## config.mk

```make
export PLATFORM = sky130hd
export DESIGN_NAME = ks_xor_stage
export DESIGN_NICKNAME = d
export VERILOG_FILES = /design/src/rtl/stream_cipher_pkg.sv /design/src/rtl/byte_out_reg.sv /design/src/rtl/ks_xor_stage.sv
export SDC_FILE = /design/constraint.sdc
export NUM_CORES = 1
export LEC_CHECK = 0
export CORE_MARGIN = 1.5
export CORE_UTILIZATION = 50
export CTS_CLUSTER_DIAMETER = 150
export DETAILED_ROUTE_END_ITERATION = 12
export GPL_TIMING_DRIVEN = 0
export PLACE_DENSITY = 0.85
export SLEW_MARGIN = 0
export SYNTH_ARGS = -nofsm -noshare
export SYNTH_HDL_FRONTEND = slang
export SYNTH_HIERARCHICAL = 1
export SYNTH_SLANG_ARGS = --single-unit
```

## constraint.sdc

```tcl
create_clock -name clk -period 2.6 [get_ports clk]
set_input_delay 0.52 -clock clk [delete_from_list [all_inputs] [get_ports clk]]
set_output_delay 0.52 -clock clk [all_outputs]
set_load 0.02 [all_outputs]
```

## src/rtl/stream_cipher_pkg.sv

```systemverilog
// rtl/stream_cipher_pkg.sv - shared types and constants for the keystream XOR stage
package stream_cipher_pkg;

   // Default width of message length and byte counter
   localparam int LEN_W_DEF = 16;

   typedef logic [7:0] byte_t;

   // Framing FSM encoding
   typedef logic [1:0] state_t;
   localparam state_t ST_IDLE  = 2'd0;
   localparam state_t ST_RUN   = 2'd1;
   localparam state_t ST_DRAIN = 2'd2;

endpackage

```

## src/rtl/byte_out_reg.sv

```systemverilog
// rtl/byte_out_reg.sv - one-deep ciphertext register slice (data + last, valid/ready)
module byte_out_reg
   import stream_cipher_pkg::*;
(
   input  logic  clk,
   input  logic  rst_n,
   input  logic  clr,
   input  logic  load,
   input  byte_t load_data,
   input  logic  load_last,
   input  logic  out_ready,
   output byte_t out_data,
   output logic  out_valid,
   output logic  out_last
);

   // Load wins over drain so a byte can enter while the previous one leaves;
   // data/last are only written on load, so they hold while stalled.
   always_ff @(posedge clk or negedge rst_n) begin
      if (!rst_n) begin
         out_data  <= '0;
         out_valid <= 1'b0;
         out_last  <= 1'b0;
      end else if (clr) begin
         out_valid <= 1'b0;
         out_last  <= 1'b0;
      end else if (load) begin
         out_data  <= load_data;
         out_last  <= load_last;
         out_valid <= 1'b1;
      end else if (out_valid && out_ready) begin
         out_valid <= 1'b0;
         out_last  <= 1'b0;
      end
   end

endmodule

```

## src/rtl/ks_xor_stage.sv

```systemverilog
// rtl/ks_xor_stage.sv - XORs plaintext with keystream bytes and frames the message
module ks_xor_stage
   import stream_cipher_pkg::*;
#(
   parameter int LEN_W = LEN_W_DEF
) (
   input  logic             clk,
   input  logic             rst_n,
   input  logic             start,
   input  logic [LEN_W-1:0] len_i,
   input  logic             abort,
   input  logic [7:0]       ks_byte,
   output logic             ks_advance,
   input  logic [7:0]       in_data,
   input  logic             in_valid,
   output logic             in_ready,
   output logic [7:0]       out_data,
   output logic             out_valid,
   output logic             out_last,
   input  logic             out_ready,
   output logic             busy,
   output logic             done,
   output logic [LEN_W-1:0] byte_cnt
);

   state_t           state_q;
   logic [LEN_W-1:0] len_q;
   logic             accept;
   logic             is_last;
   logic             handshake;

   // Abort masks acceptance so the keystream is not stepped on the abort cycle
   assign in_ready   = (state_q == ST_RUN) && !abort && (!out_valid || out_ready);
   assign accept     = in_valid && in_ready;
   assign ks_advance = accept;
   assign is_last    = (byte_cnt == len_q - LEN_W'(1));
   assign handshake  = out_valid && out_ready;
   assign busy       = (state_q != ST_IDLE);

   // Framing FSM, byte counter and done pulse
   always_ff @(posedge clk or negedge rst_n) begin
      if (!rst_n) begin
         state_q  <= ST_IDLE;
         len_q    <= '0;
         byte_cnt <= '0;
         done     <= 1'b0;
      end else begin
         done <= 1'b0;
         if (abort) begin
            state_q  <= ST_IDLE;
            byte_cnt <= '0;
         end else begin
            case (state_q)
               ST_IDLE: begin
                  if (start) begin
                     byte_cnt <= '0;
                     if (len_i != '0) begin
                        len_q   <= len_i;
                        state_q <= ST_RUN;
                     end else begin
                        done <= 1'b1;
                     end
                  end
               end
               ST_RUN: begin
                  if (accept) begin
                     byte_cnt <= byte_cnt + LEN_W'(1);
                     if (is_last) state_q <= ST_DRAIN;
                  end
               end
               ST_DRAIN: begin
                  if (handshake) begin
                     state_q <= ST_IDLE;
                     done    <= 1'b1;
                  end
               end
               default: state_q <= ST_IDLE;
            endcase
         end
      end
   end

   byte_out_reg u_out_reg (
      .clk       (clk),
      .rst_n     (rst_n),
      .clr       (abort),
      .load      (accept),
      .load_data (in_data ^ ks_byte),
      .load_last (is_last),
      .out_ready (out_ready),
      .out_data  (out_data),
      .out_valid (out_valid),
      .out_last  (out_last)
   );

endmodule

```

---- After elaboration in Yosys (flattened, before gate mapping) ----
Cells that the tools add are included.
storage, ports and cells
  logic and storage cells ................. 56
  bits in registers ....................... 45
  output and inout port bits .............. 30
operators by class
  reduce and logical (&&, ||, !) cells .... 16
  equality and inequality tests ........... 8
  bitwise operators ....................... 2
  multiplexer cells ....................... 21
  $add $sub $neg .......................... 2
operator list
  cell                     count
  $mux W16                 3
  $pmux W16 S2             1
  $add A16 B1 Y16 const B  1
  $eq A16 B16 Y1           1
  $reduce_bool A16 Y1      1
  $sub A16 B1 Y16 const B  1
  $mux W2                  6
  $ne A3 B3 Y1 const B     4
  $mux W1                  9
  $xor A8 B8 Y8            1
  $pmux W2 S3              1
  $reduce_bool A3 Y1       2
  $reduce_and A5 Y1        1
  $logic_and A1 B1 Y1      4
  $reduce_and A4 Y1        1
  $ne A3 B2 Y1 const B     1
  $reduce_and A3 Y1        1
  $eq A2 B1 Y1 const B     1
  $eq A2 B2 Y1 const B     1
  $logic_not A1 Y1         2
  $logic_not A2 Y1         1
  $pmux W1 S2              1
  $reduce_and A2 Y1        1
  $reduce_bool A2 Y1       1
  2 further kinds          2

---- Logic depth before layout (Yosys ltp) ----
  depth after elaboration ................. 7
  mapped depth ............................ 10
  gate-level depth less buffers ........... 10

---- By module ----
The synthesis kept the hierarchy.
by module, submodules not included
  module        area each (um^2)  instances  cells each
  ks_xor_stage  2,498.6           1          289
  byte_out_reg  427.9             1          27

---- Worst setup path before layout ----
Ideal clock, no wire load.
  kind .................................... reg-to-reg
  start ................................... register len_q[0]
  end ..................................... register u_out_reg.out_last
  stages on the path, launching flop included .. 11
  setup slack ............................. 217 ps
  clock period less this slack ............ 2,383 ps
  data arrival time ....................... 2,306 ps
  cell sequence ........................... dfrtp_1 -> inv_1 -> ha_1 -> nor3b_2 -> nand2_1 -> xnor2_1 -> a311o_1 -> or4bb_1 -> nor4_1 -> nand2_1 -> a21oi_1
on the way
  cells in the longest elaborated chain, start to end .. 4
ends and longest elaborated chain
  item                    line                source
  from (decl)             ks_xor_stage.sv:27  logic [LEN_W-1:0] len_q;
  from (signal assigned)  ks_xor_stage.sv:58  len_q <= len_i;
  $sub A16 B1 Y16         ks_xor_stage.sv:36  assign is_last = (byte_cnt == len_q - LEN_W'(1));
  $eq A16 B16 Y1          ks_xor_stage.sv:36
  net is_last             ks_xor_stage.sv:29  logic is_last;
  $mux W1                 byte_out_reg.sv:27  end else if (load) begin
  $mux W1                 byte_out_reg.sv:24  end else if (clr) begin
  to (signal assigned)    byte_out_reg.sv:29  out_last <= load_last;
  to (decl)               byte_out_reg.sv:14  output logic out_last
The timed path passes the listed nets, and every way through them passes these cells.
A chain may end at the register's enable or synchronous reset.

---- Final worst setup path ----
  start ................................... register len_q[0]
  end ..................................... register state_q[0]
on the way
  cells in the longest elaborated chain, start to end .. 4
ends and longest elaborated chain
  item                                line                source
  $sub A16 B1 Y16                     ks_xor_stage.sv:36
  $eq A16 B16 Y1                      ks_xor_stage.sv:36
  $ne A3 B2 Y1 (no source line)       -
  $reduce_and A5 Y1 (no source line)  -
  to (signal assigned)                ks_xor_stage.sv:43  state_q <= ST_IDLE;
  to (signal assigned)                ks_xor_stage.sv:50  state_q <= ST_IDLE;
  to (signal assigned)                ks_xor_stage.sv:59  state_q <= ST_RUN;
  to (decl)                           ks_xor_stage.sv:26  state_t state_q;
No other way between the ends.

==> metrics <==
final non-filler cell total 480; FP Rows 27; Max Cap Violations 0; Overall Global Routing Usage 0.262; post-synthesis simple-gate area fraction 0.223; filler cell count 402; skew final 7.18 ps; Post-synth EDFFs 0; final setup fails 2; Post-Synth Adder-Cell Area 0.00855; Seq/Total Area, Yosys 0.385; Total Die Area 6320 um^2; fraction of registers with async set/reset 1.00; Detailed Place HPWL 5640 um; largest stage delay on the critical path 510 ps; antenna violations before repair 0; die width 79.5 um; most used cell, CP buf_6; CP Capture Type register; Leak 1.64 nW; R2R Path End state_q[0]; failing checks setup timing; CP max FO 6; Synth Flop Type dfrtp_1; worst endpoint required time 2790 ps; Sw Ratio 0.333; first-pass GRT wire length 13,100 um; Seq pwr share 0.386; Initial Utilization 0.525; drt drc 0; CP cell instances buf_4 -> buf_6 -> or4_4 -> buf_6 -> or3_4 -> o2bb2ai_4 -> nor4b_2 -> o211ai_1 -> o31a_1; Max VDD drop 0.365 mV; layout cells sized above 1 0.213; CP Capture Point state_q[0]; # hold bufs at CTS 0; Psw 0.000780 W; Final WS setup -57.9 ps; routed vias/inst 6.02; Hold Crit Class input pin to asynchronous set/reset pin; reg2reg start len_q[0]; I/O pin count 68; Worst-path clk slew 90 ps; DRT Pass-1 Iters 5; DP Cell Count 456; Placed Area 3700 um^2; nets 448; GP Congestion 0.905; warnings from Yosys 6; Min Hold Slack 168 ps; post-synthesis mux area share 0.106; H-tree depth 2; vias in the first global route about 2,700; clk root buf clkbuf_8; minimum clock period 2660 ps; total CTS buffers 5; dpl ws -1010 ps; normalized max-slew margin 0.480; internal power 0.00156 W; largest net degree at the start of global routing 27; fin. max-slew vios 0; Bufs on Longest Clock Path 2; Net Count, Synth 356; gr ovfl total 0; DRT Wirelength 8040 um; fmax 376 MHz; Core Box Area 5570 um^2; XOR/XNOR Fraction of Synth Area 0.0868; total power density per cell area 572 nW/um^2; total power 0.00234 W; Die Ht 79.5 um; Avg Cell Area, Syn just over 9 um^2; Mapped Area 2930 um^2; Port Buffers 67; Routed WL per cell 16.8 um; CP max-delay cell or4_4; CTS tree yes; most frequent cells in the layout clkdlybuf4s50_1, dfrtp_1, o21ai_0; Diodes inserted 0; Layout area overhead 39.8%; worst slew pin tran about 770 ps; combinational family with the most area after synthesis simple AND/OR/NAND/NOR gates; Yosys reg bits 45; Skew-Pair Late Insertion Delay 300 ps; via count 2,888; clock share of power 0.222; Antenna Nets Post-Route 0; reg-to-reg setup timing slack -60 ps; CTS Sinks 45; Critical Path AT 2850 ps; initial DRC count 274; status finished with violations; Compound-Gate Fraction of Synth Area 0.151; crit start category register; Worst R2R Path Depth 9; Cell variety after synth 52; crit path kind register to register; RSZ-0062 raised after global routing true; Logic pwr share 0.393; commonest non-fill, non-tap cell in the layout clkdlybuf4s50_1; origin of the worst setup path len_q[0]; Hold Vio Cnt, Final 0; synthesized instance count 316; fin area 4090 um^2; final cycle utilization of the critical path 1.02
## layout make-up
cell class,count,area [um^2],area share
multi-input cells,246,1820,0.444
flip-flops and latches,45,1130,0.276
repair buffers,85,821,0.201
plain buffers,17,100,0.0245
well taps,72,90.1,0.0220
clock buffers,5,68.8,0.0168
clock inverters,2,35.0,0.00856
inverters,8,30.0,0.00734
## critical path, delay by kind of cell, from the launching register on
family          cells  cell delay, ps
simple gates        3            1100
compound gates      3             650
flops               1             410
buf+inv             3             400
## routing by layer
layer,GRT usage,vias up,wire (um)
li1,-,1336,-
met1,0.362,1408,3450
met2,0.425,125,3960
met3,0.0434,19,454
met4,0.0719,0,179
met5,0,-,0
## state kept, by name, summed over array words and instances (netlist names)
name,count
done,1
len_q,16
state_q,2
u_out_reg/out_valid,1
u_out_reg/out_data,8
byte_cnt,16
u_out_reg/out_last,1
## per-stage QoR
step                TNS (ps)   util
floorplan                  0      -
global placement      -21050  0.662
detailed placement    -12390  0.664
CTS                        0  0.711
global route            -303  0.734
finish                  -108  0.734
## kinds of logic after synthesis
family                     Yosys count
muxes                               25
AOI/OAI and AO/OA                   73
buffers and inverters               25
xor gates and xnor gates            29
DFF                                 45
adders and majority gates            2
and+or+nand+nor                    117
## how the worst min path moves through the flow
stage,startpoint,endpoint,depth (start not counted)
after detailed placement,u_out_reg/out_data[0],u_out_reg/out_data[0],1
after floorplan,rst_n,byte_cnt[0],0
after global routing,rst_n,u_out_reg/out_data[3],1
after CTS,rst_n,u_out_reg/out_data[3],1
after global placement,u_out_reg/out_data[2],u_out_reg/out_data[2],1
final,rst_n,u_out_reg/out_data[3],1
## power by group through the flow
stage	sequential, W	clock (W)	combinational (W)
after global placement	0.000899	0	0.000754
after global routing	0.000915	0.000555	0.000987
after detailed placement	0.000907	0	0.000777
final	0.000902	0.000518	0.000919
after CTS	0.000895	0.000523	0.000862
after floorplan	0.000945	0	0.000445
## cell usage after synthesis, types with 6 or more instances
library cell,n,area share
nand2_1,27,0.035
dfrtp_1,45,0.38
nor2_1,22,0.028
a21oi_1,10,0.017
and3_1,6,0.013
nand3_1,7,0.012
o21ai_0,34,0.058
mux2_2,16,0.062
nor4_1,8,0.017
xor2_1,16,0.048
a31oi_1,6,0.013
clkbuf_1,9,0.012
nand4_1,10,0.021
nor3_1,9,0.015
xnor2_1,13,0.039
inv_1,8,0.010
mux2_4,8,0.041
## timing repair
item                                    4_1_cts  5_1_grt
endpoints found under the setup margin       22        9
pin swaps                                     4        8
gates resized for setup                      24       13
buffers inserted                             10        7
(Power assumes the default switching activity.)
